File: config.mk
export PLATFORM = sky130hd
export DESIGN_NAME = digit_scan_ctrl_flat
export DESIGN_NICKNAME = d
export VERILOG_FILES = /design/src/rtl/digit_scan_if.sv /design/src/rtl/digit_scan_ctrl.sv /design/src/flat_wrapper.sv
export SDC_FILE = /design/constraint.sdc
export NUM_CORES = 1
export LEC_CHECK = 0
export ABC_CLOCK_PERIOD_IN_PS = 3700
export CORE_AREA = 2 2 39 41
export CTS_BUF_LIST = sky130_fd_sc_hd__clkbuf_16
export CTS_CLUSTER_SIZE = 40
export DETAILED_ROUTE_END_ITERATION = 12
export DIE_AREA = 0 0 41 43
export PLACE_DENSITY = 0.68
export SYNTH_ARGS = -nofsm -noshare
export SYNTH_HDL_FRONTEND = slang
export SYNTH_SLANG_ARGS = --single-unit
File: constraint.sdc
create_clock -name clk -period 3.7 [get_ports clk]
set_input_delay 0.74 -clock clk [delete_from_list [all_inputs] [get_ports clk]]
set_output_delay 0.74 -clock clk [all_outputs]
set_load 0.01 [all_outputs]
File: src/rtl/digit_scan_if.sv
// Bundle of the scan controller's enable inputs and display-drive outputs.
interface digit_scan_if;
    logic       en;
    logic [3:0] digit_en;
    logic [1:0] sel;
    logic [3:0] an;
    logic       frame_tick;

    modport master (output en, digit_en, input sel, an, frame_tick);
    modport slave  (input en, digit_en, output sel, an, frame_tick);
endinterface

File: src/rtl/digit_scan_ctrl.sv
// 4-digit multiplexed display scanner: Gray-coded digit select, blanking
// guard at the start of every slot, one-cycle frame tick on slot wrap.
module digit_scan_ctrl #(
    parameter int CLK_DIV      = 8,
    parameter int BLANK_CYCLES = 2
) (
    input  logic      clk,
    input  logic      rst_n,
    digit_scan_if.slave bus
);
    if (CLK_DIV < 3 || CLK_DIV > 65535 || BLANK_CYCLES < 1 || BLANK_CYCLES > CLK_DIV - 1)
    begin : g_param_err
        $error("digit_scan_ctrl: illegal CLK_DIV/BLANK_CYCLES");
    end

    localparam int CW = $clog2(CLK_DIV);

    typedef enum logic [1:0] {IDLE, BLANK, DRIVE} state_t;

    state_t        state_q, state_d;
    logic [CW-1:0] cnt_q, cnt_d;
    logic [1:0]    slot_q, slot_d;
    logic [1:0]    sel_q, sel_d;
    logic [3:0]    an_q, an_d;
    logic          tick_q, tick_d;

    always_ff @(posedge clk) begin
        if (!rst_n) begin
            state_q <= IDLE;
            cnt_q   <= '0;
            slot_q  <= '0;
            sel_q   <= '0;
            an_q    <= 4'hF;
            tick_q  <= 1'b0;
        end else begin
            state_q <= state_d;
            cnt_q   <= cnt_d;
            slot_q  <= slot_d;
            sel_q   <= sel_d;
            an_q    <= an_d;
            tick_q  <= tick_d;
        end
    end

    always_comb begin
        state_d = state_q;
        cnt_d   = cnt_q;
        slot_d  = slot_q;
        tick_d  = 1'b0;
        case (state_q)
            IDLE: begin
                cnt_d  = '0;
                slot_d = '0;
                if (bus.en) state_d = BLANK;
            end
            default: begin
                if (!bus.en) begin
                    state_d = IDLE;
                    cnt_d   = '0;
                    slot_d  = '0;
                end else if (cnt_q == CW'(CLK_DIV - 1)) begin
                    state_d = BLANK;
                    cnt_d   = '0;
                    slot_d  = slot_q + 2'd1;
                    tick_d  = (slot_q == 2'd3);
                end else begin
                    cnt_d   = cnt_q + CW'(1);
                    state_d = (cnt_q < CW'(BLANK_CYCLES - 1)) ? BLANK : DRIVE;
                end
            end
        endcase

        // Outputs are registered from next state, so sel only moves on the
        // edge that enters BLANK, when every anode is forced off.
        sel_d = slot_d ^ (slot_d >> 1);
        an_d  = 4'hF;
        if (state_d == DRIVE && bus.digit_en[slot_d]) an_d[slot_d] = 1'b0;
    end

    assign bus.sel        = sel_q;
    assign bus.an         = an_q;
    assign bus.frame_tick = tick_q;
endmodule

File: src/flat_wrapper.sv
// flat-port wrapper written by rule: the top's interface ports become plain ports
module digit_scan_ctrl_flat 
#(
    parameter int CLK_DIV      = 8,
    parameter int BLANK_CYCLES = 2
)
  (clk, rst_n, bus_en, bus_digit_en, bus_sel, bus_an, bus_frame_tick);
  digit_scan_if bus_i ();
  input  logic clk;
  input  logic rst_n;
  input wire logic [$bits(bus_i.en)-1:0] bus_en;
  input wire logic [$bits(bus_i.digit_en)-1:0] bus_digit_en;
  output wire logic [$bits(bus_i.sel)-1:0] bus_sel;
  output wire logic [$bits(bus_i.an)-1:0] bus_an;
  output wire logic [$bits(bus_i.frame_tick)-1:0] bus_frame_tick;
  assign bus_i.en = bus_en;
  assign bus_i.digit_en = bus_digit_en;
  assign bus_sel = bus_i.sel;
  assign bus_an = bus_i.an;
  assign bus_frame_tick = bus_i.frame_tick;
  digit_scan_ctrl #(.CLK_DIV(CLK_DIV), .BLANK_CYCLES(BLANK_CYCLES)) u_core (.clk(clk), .rst_n(rst_n), .bus(bus_i));
endmodule
# Word-level counts from Yosys, hierarchy flattened

Cells that the tools add are included.

Bits in registers: 14
Input port bits: 7
Output and inout bits: 7

$add $sub $neg: 2
Order comparisons: 3
Equal/unequal tests: 3
Multiplexer cells: 12
Bitwise logic cells: 5
Reductions and logical operators: 6

Operators with widths:

| operator            | number |
|---|---|
| $mux 2              | 8 |
| $reduce_or 4->1     | 2 |
| $eq 2x2->1 const B  | 2 |
| $not 4->4           | 1 |
| $add 3x1->3 const B | 1 |
| $eq 3x3->1 const B  | 1 |
| $lt 2x3->1 const B  | 1 |
| $lt 3x1->1 const B  | 1 |
| $not 1->1           | 3 |
| $add 2x1->2 const B | 1 |
| $bmux 1 s2          | 1 |
| $demux 1 s2         | 1 |
| $ge 2x1->1 const B  | 1 |
| $logic_and 1x1->1   | 2 |
| $logic_not 2->1     | 1 |
| $mux 1              | 2 |
| $reduce_and 2->1    | 1 |
| $xor 2x1->2         | 1 |

# Depth between registers and ports, before layout

Depth in word-level cells: 9
Gate-level depth with buffers: 7
Depth with buffers taken out: 7

# Least setup slack after synthesis

OpenSTA, ideal clock, no wires.

Path kind: reg-to-reg
From: register u_core.cnt_q[0]
To: register u_core.sel_q[0], in the netlist u_core.bus.sel[0]
Library setup time: 0.065 ns
Arrival: 1.630 ns
Data required time: 3.635 ns
Slack: 2.005 ns
Cell stages (with the launch flop): 8
Buffers on the path: 0
Period minus slack after synthesis: 1.695 ns
Cell sequence: dfxtp_1 ha_1 ha_1 mux2i_1 nor2_1 inv_1 ha_1 nor2b_1

Cells in the longest elaborated chain, start to end: 5

RTL lines:

| what                     | RTL line              | RTL |
|---|---|---|
| start: declaration       | digit_scan_ctrl.sv:21 | `logic [CW-1:0] cnt_q, cnt_d;` |
| start signal: assignment | digit_scan_ctrl.sv:37 | `cnt_q <= cnt_d;` |
| $eq 3x3->1               | digit_scan_ctrl.sv:61 | `end else if (cnt_q == CW'(CLK_DIV - 1)) begin` |
| $mux 2                   | digit_scan_ctrl.sv:61 |  |
| $mux 2                   | digit_scan_ctrl.sv:57 | `if (!bus.en) begin` |
| $mux 2                   | digit_scan_ctrl.sv:50 | `case (state_q)` |
| $xor 2x1->2              | digit_scan_ctrl.sv:75 | `sel_d = slot_d ^ (slot_d >> 1);` |
| end signal: assignment   | digit_scan_ctrl.sv:39 | `sel_q <= sel_d;` |
| end: declaration         | digit_scan_ctrl.sv:23 | `logic [1:0] sel_q, sel_d;` |

No other way between the ends.
A chain may end at the register's enable or synchronous reset.

# Worst setup path in the final report

From: input bus_en
To: register u_core.sel_q[0], in the netlist u_core.bus.sel[0]

Cells in the longest elaborated chain, start to end: 3

RTL lines:

| what               | RTL line              | RTL |
|---|---|---|
| start: declaration | flat_wrapper.sv:11    | `input wire logic [$bits(bus_i.en)-1:0] bus_en;` |
| $mux 2             | digit_scan_ctrl.sv:57 |  |
| $mux 2             | digit_scan_ctrl.sv:50 |  |
| $xor 2x1->2        | digit_scan_ctrl.sv:75 |  |

No other way between the ends.

==> reports/results.ini <==
[power_and_ir_drop]
p_leak_nw = 0.3373
powerDensity_mw_per_mm2 = 433.3
irDropWorstVdd_uv = 310.4

[floorplanning]
chipWidth_um = 41
pin_count = 14
die_h_um = 43
core_area_mm2 = 0.001384
dieArea_mm2 = 0.001763
start_util_pct = 42.50
rows = 14

[yosys]
synth_edf_count = 0
yosysWarnings = 0
ys_types = 19
ys_seq_area_share_pct = 44.26
mappedNetlistArea_um2 = 588.1
syn_inst = 58
synthArstFlopShare_pct = 0
syn_nets = 73
synth_ff_type = dfxtp_1
synth_seq_cells = 13
syn_avg_cell_area_um2 = 10.14

[global_routing]
grt_use_total_pct = 13.39
grt_pass1_vias = 416
grt.overflow.total = 0
antenna_found_initial = 0
grt_start_max_net_pins = 8
grt_pass1_wl_um = 1483

[setup_path]
cp.required_ps = 3870
start_kind = primary input
worst-setup-path-type = in2reg
arrival_ps = 2220
crit_fanout = 4
cp-end-kind = flop

[clocking]
clock-sinks = 13
clk_pin_slew_worst_paths_ps = 40
postCtsSetupBuffers = 0
post_cts_resized = 0
ctsHoldBuffers = 0
cts-root-buf = clkbuf_16
numCtsBuffers = 3
clk_path_buf_depth = 2
insertion_delay_ps = 240
cts_tree = yes
htreeDepth = 1

[placement]
dp.cells = 86
hpwl_um = 743.8
gp_congestion = 0.7528
portBuffers = 13
preCtsSetupSlack_ps = 1410

[sta]
hold_viol = 0
fin_crit_ps = 2046
setup_violations = 0
slew_viol_final = 0
worst_pin_slew_ps = 500.2
finalWorstSetupSlack_ps = 1654
period_share_pct = 55.29
max_freq_mhz = 488.8
skew_ps = 0.6056
rsz0062_at_grt = no
fin_setup_tns_ps = 0
hold_slack_ps = 443.1
slew_headroom_pct = 66.40

[routing]
vias = 431
drt_wl_total_um = 962
wl_per_cell_um = 10.69
dr.first_iter.drc_count = 5
routed_via_density = 4.789
drc = 0
first_pass_iters = 4
ant_nets = 0

[final_layout]
fin_nets = 90
drive_above_1_share_pct = 8.108
antenna_cells = 0
fin_cells = 90
final_core_util_pct = 58.50
syn_to_final_growth_pct = 37.66
fillCellCount = 125

[run_status]
outcome = completed

[run]
drv_cap = 0

[hold_path]
hp-class = reg2reg

[cell type report]
class | count | area [µm²] | area share, %
multi-input combinational | 42 | 312.8 | 38.64
inverter | 2 | 7.507 | 0.9274
clock inverter | 1 | 3.754 | 0.4637
sequential | 13 | 260.3 | 32.15
timing repair buffer | 13 | 130.1 | 16.07
clock buffer | 3 | 75.07 | 9.274
tap | 16 | 20.02 | 2.473
[sequential cells by signal, indices dropped and copies added (netlist names)]
signal	flops
u_core.bus.an	4
u_core.bus.frame_tick	1
u_core.bus.sel	2
u_core.cnt_q	3
u_core.slot_q	1
u_core.state_q	2
[cell families after synthesis]
group | count (synthesis) | share of synthesized area (%)
AND/OR/NAND/NOR | 23 | 18.30
flip-flops | 13 | 44.26
adder cells (fa/ha/maj) | 8 | 17.02
AO/OA/AOI/OAI | 7 | 10.21
buffers and inverters | 3 | 2.554
XOR/XNOR | 2 | 4.256
multiplexers | 2 | 3.404
[cells in the final DEF (no fill, tap or decap)]
| cell | instances |
|---|---|
| a21boi_0 | 1 |
| a2bb2oi_2 | 1 |
| and2_1 | 2 |
| clkbuf_16 | 3 |
| clkdlybuf4s50_1 | 13 |
| dfxtp_1 | 13 |
| ha_1 | 8 |
| inv_1 | 3 |
| mux2i_1 | 2 |
| nand2_1 | 3 |
| nand4_1 | 4 |
| nor2_1 | 10 |
| nor2b_1 | 1 |
| nor3_1 | 3 |
| o211ai_1 | 1 |
| o21a_1 | 1 |
| o21ai_0 | 2 |
| o22ai_2 | 1 |
| xnor2_2 | 1 |
| xor2_1 | 1 |
[worst max-delay path, stage by stage]
cell and delay [ps]:
clkdlybuf4s50_1 510, o21ai_0 170, nor2_1 290, inv_1 100, ha_1 300, nor2b_1 100
[layer usage]
layer	global-route usage (%)	up-vias	wire, µm
li1	-	233	-
met1	14.62	184	479
met2	18.13	12	401
met3	6.283	2	64
met4	12.00	0	17
met5	0	-	0
[power by group]
part	switching (mW)	internal (mW)
Clock	0.0522	0.142
Combinational	0.00573	0.00841
Sequential	0.000991	0.142
Total	0.0589	0.292
[cell usage after synthesis, types with 2 or more instances]
library cell / number / area [µm²]
and2_1: 2 / 12.51
dfxtp_1: 13 / 260.3
ha_1: 8 / 100.1
inv_1: 2 / 7.510
mux2i_1: 2 / 20.02
nand2_1: 3 / 11.26
nand4_1: 4 / 25.02
nor2_1: 10 / 37.54
nor3_1: 3 / 15.01
o21ai_0: 2 / 10.01
[path summary, 6_finish.rpt]
path | cells after the start | to | slack [ps] | start
max | 6 | u_core.bus.sel[0] | 1650 | bus_en
min | 1 | u_core.cnt_q[0] | 440 | u_core.cnt_q[0]
max reg2reg | 7 | u_core.bus.sel[0] | 1860 | u_core.cnt_q[0]
min reg2reg | 1 | u_core.cnt_q[0] | 440 | u_core.cnt_q[0]
[metrics by stage]
| stage | area [µm²] | power (mW) |
|---|---|---|
| floorplan | 588.1 | 0.1510 |
| global placement | 730.7 | 0.1592 |
| detailed placement | 730.7 | 0.1592 |
| CTS | 809.5 | 0.3570 |
| global route | 809.5 | 0.3668 |
| finish | 809.5 | 0.3507 |
No activity file was read; power rests on OpenSTA's default activity.
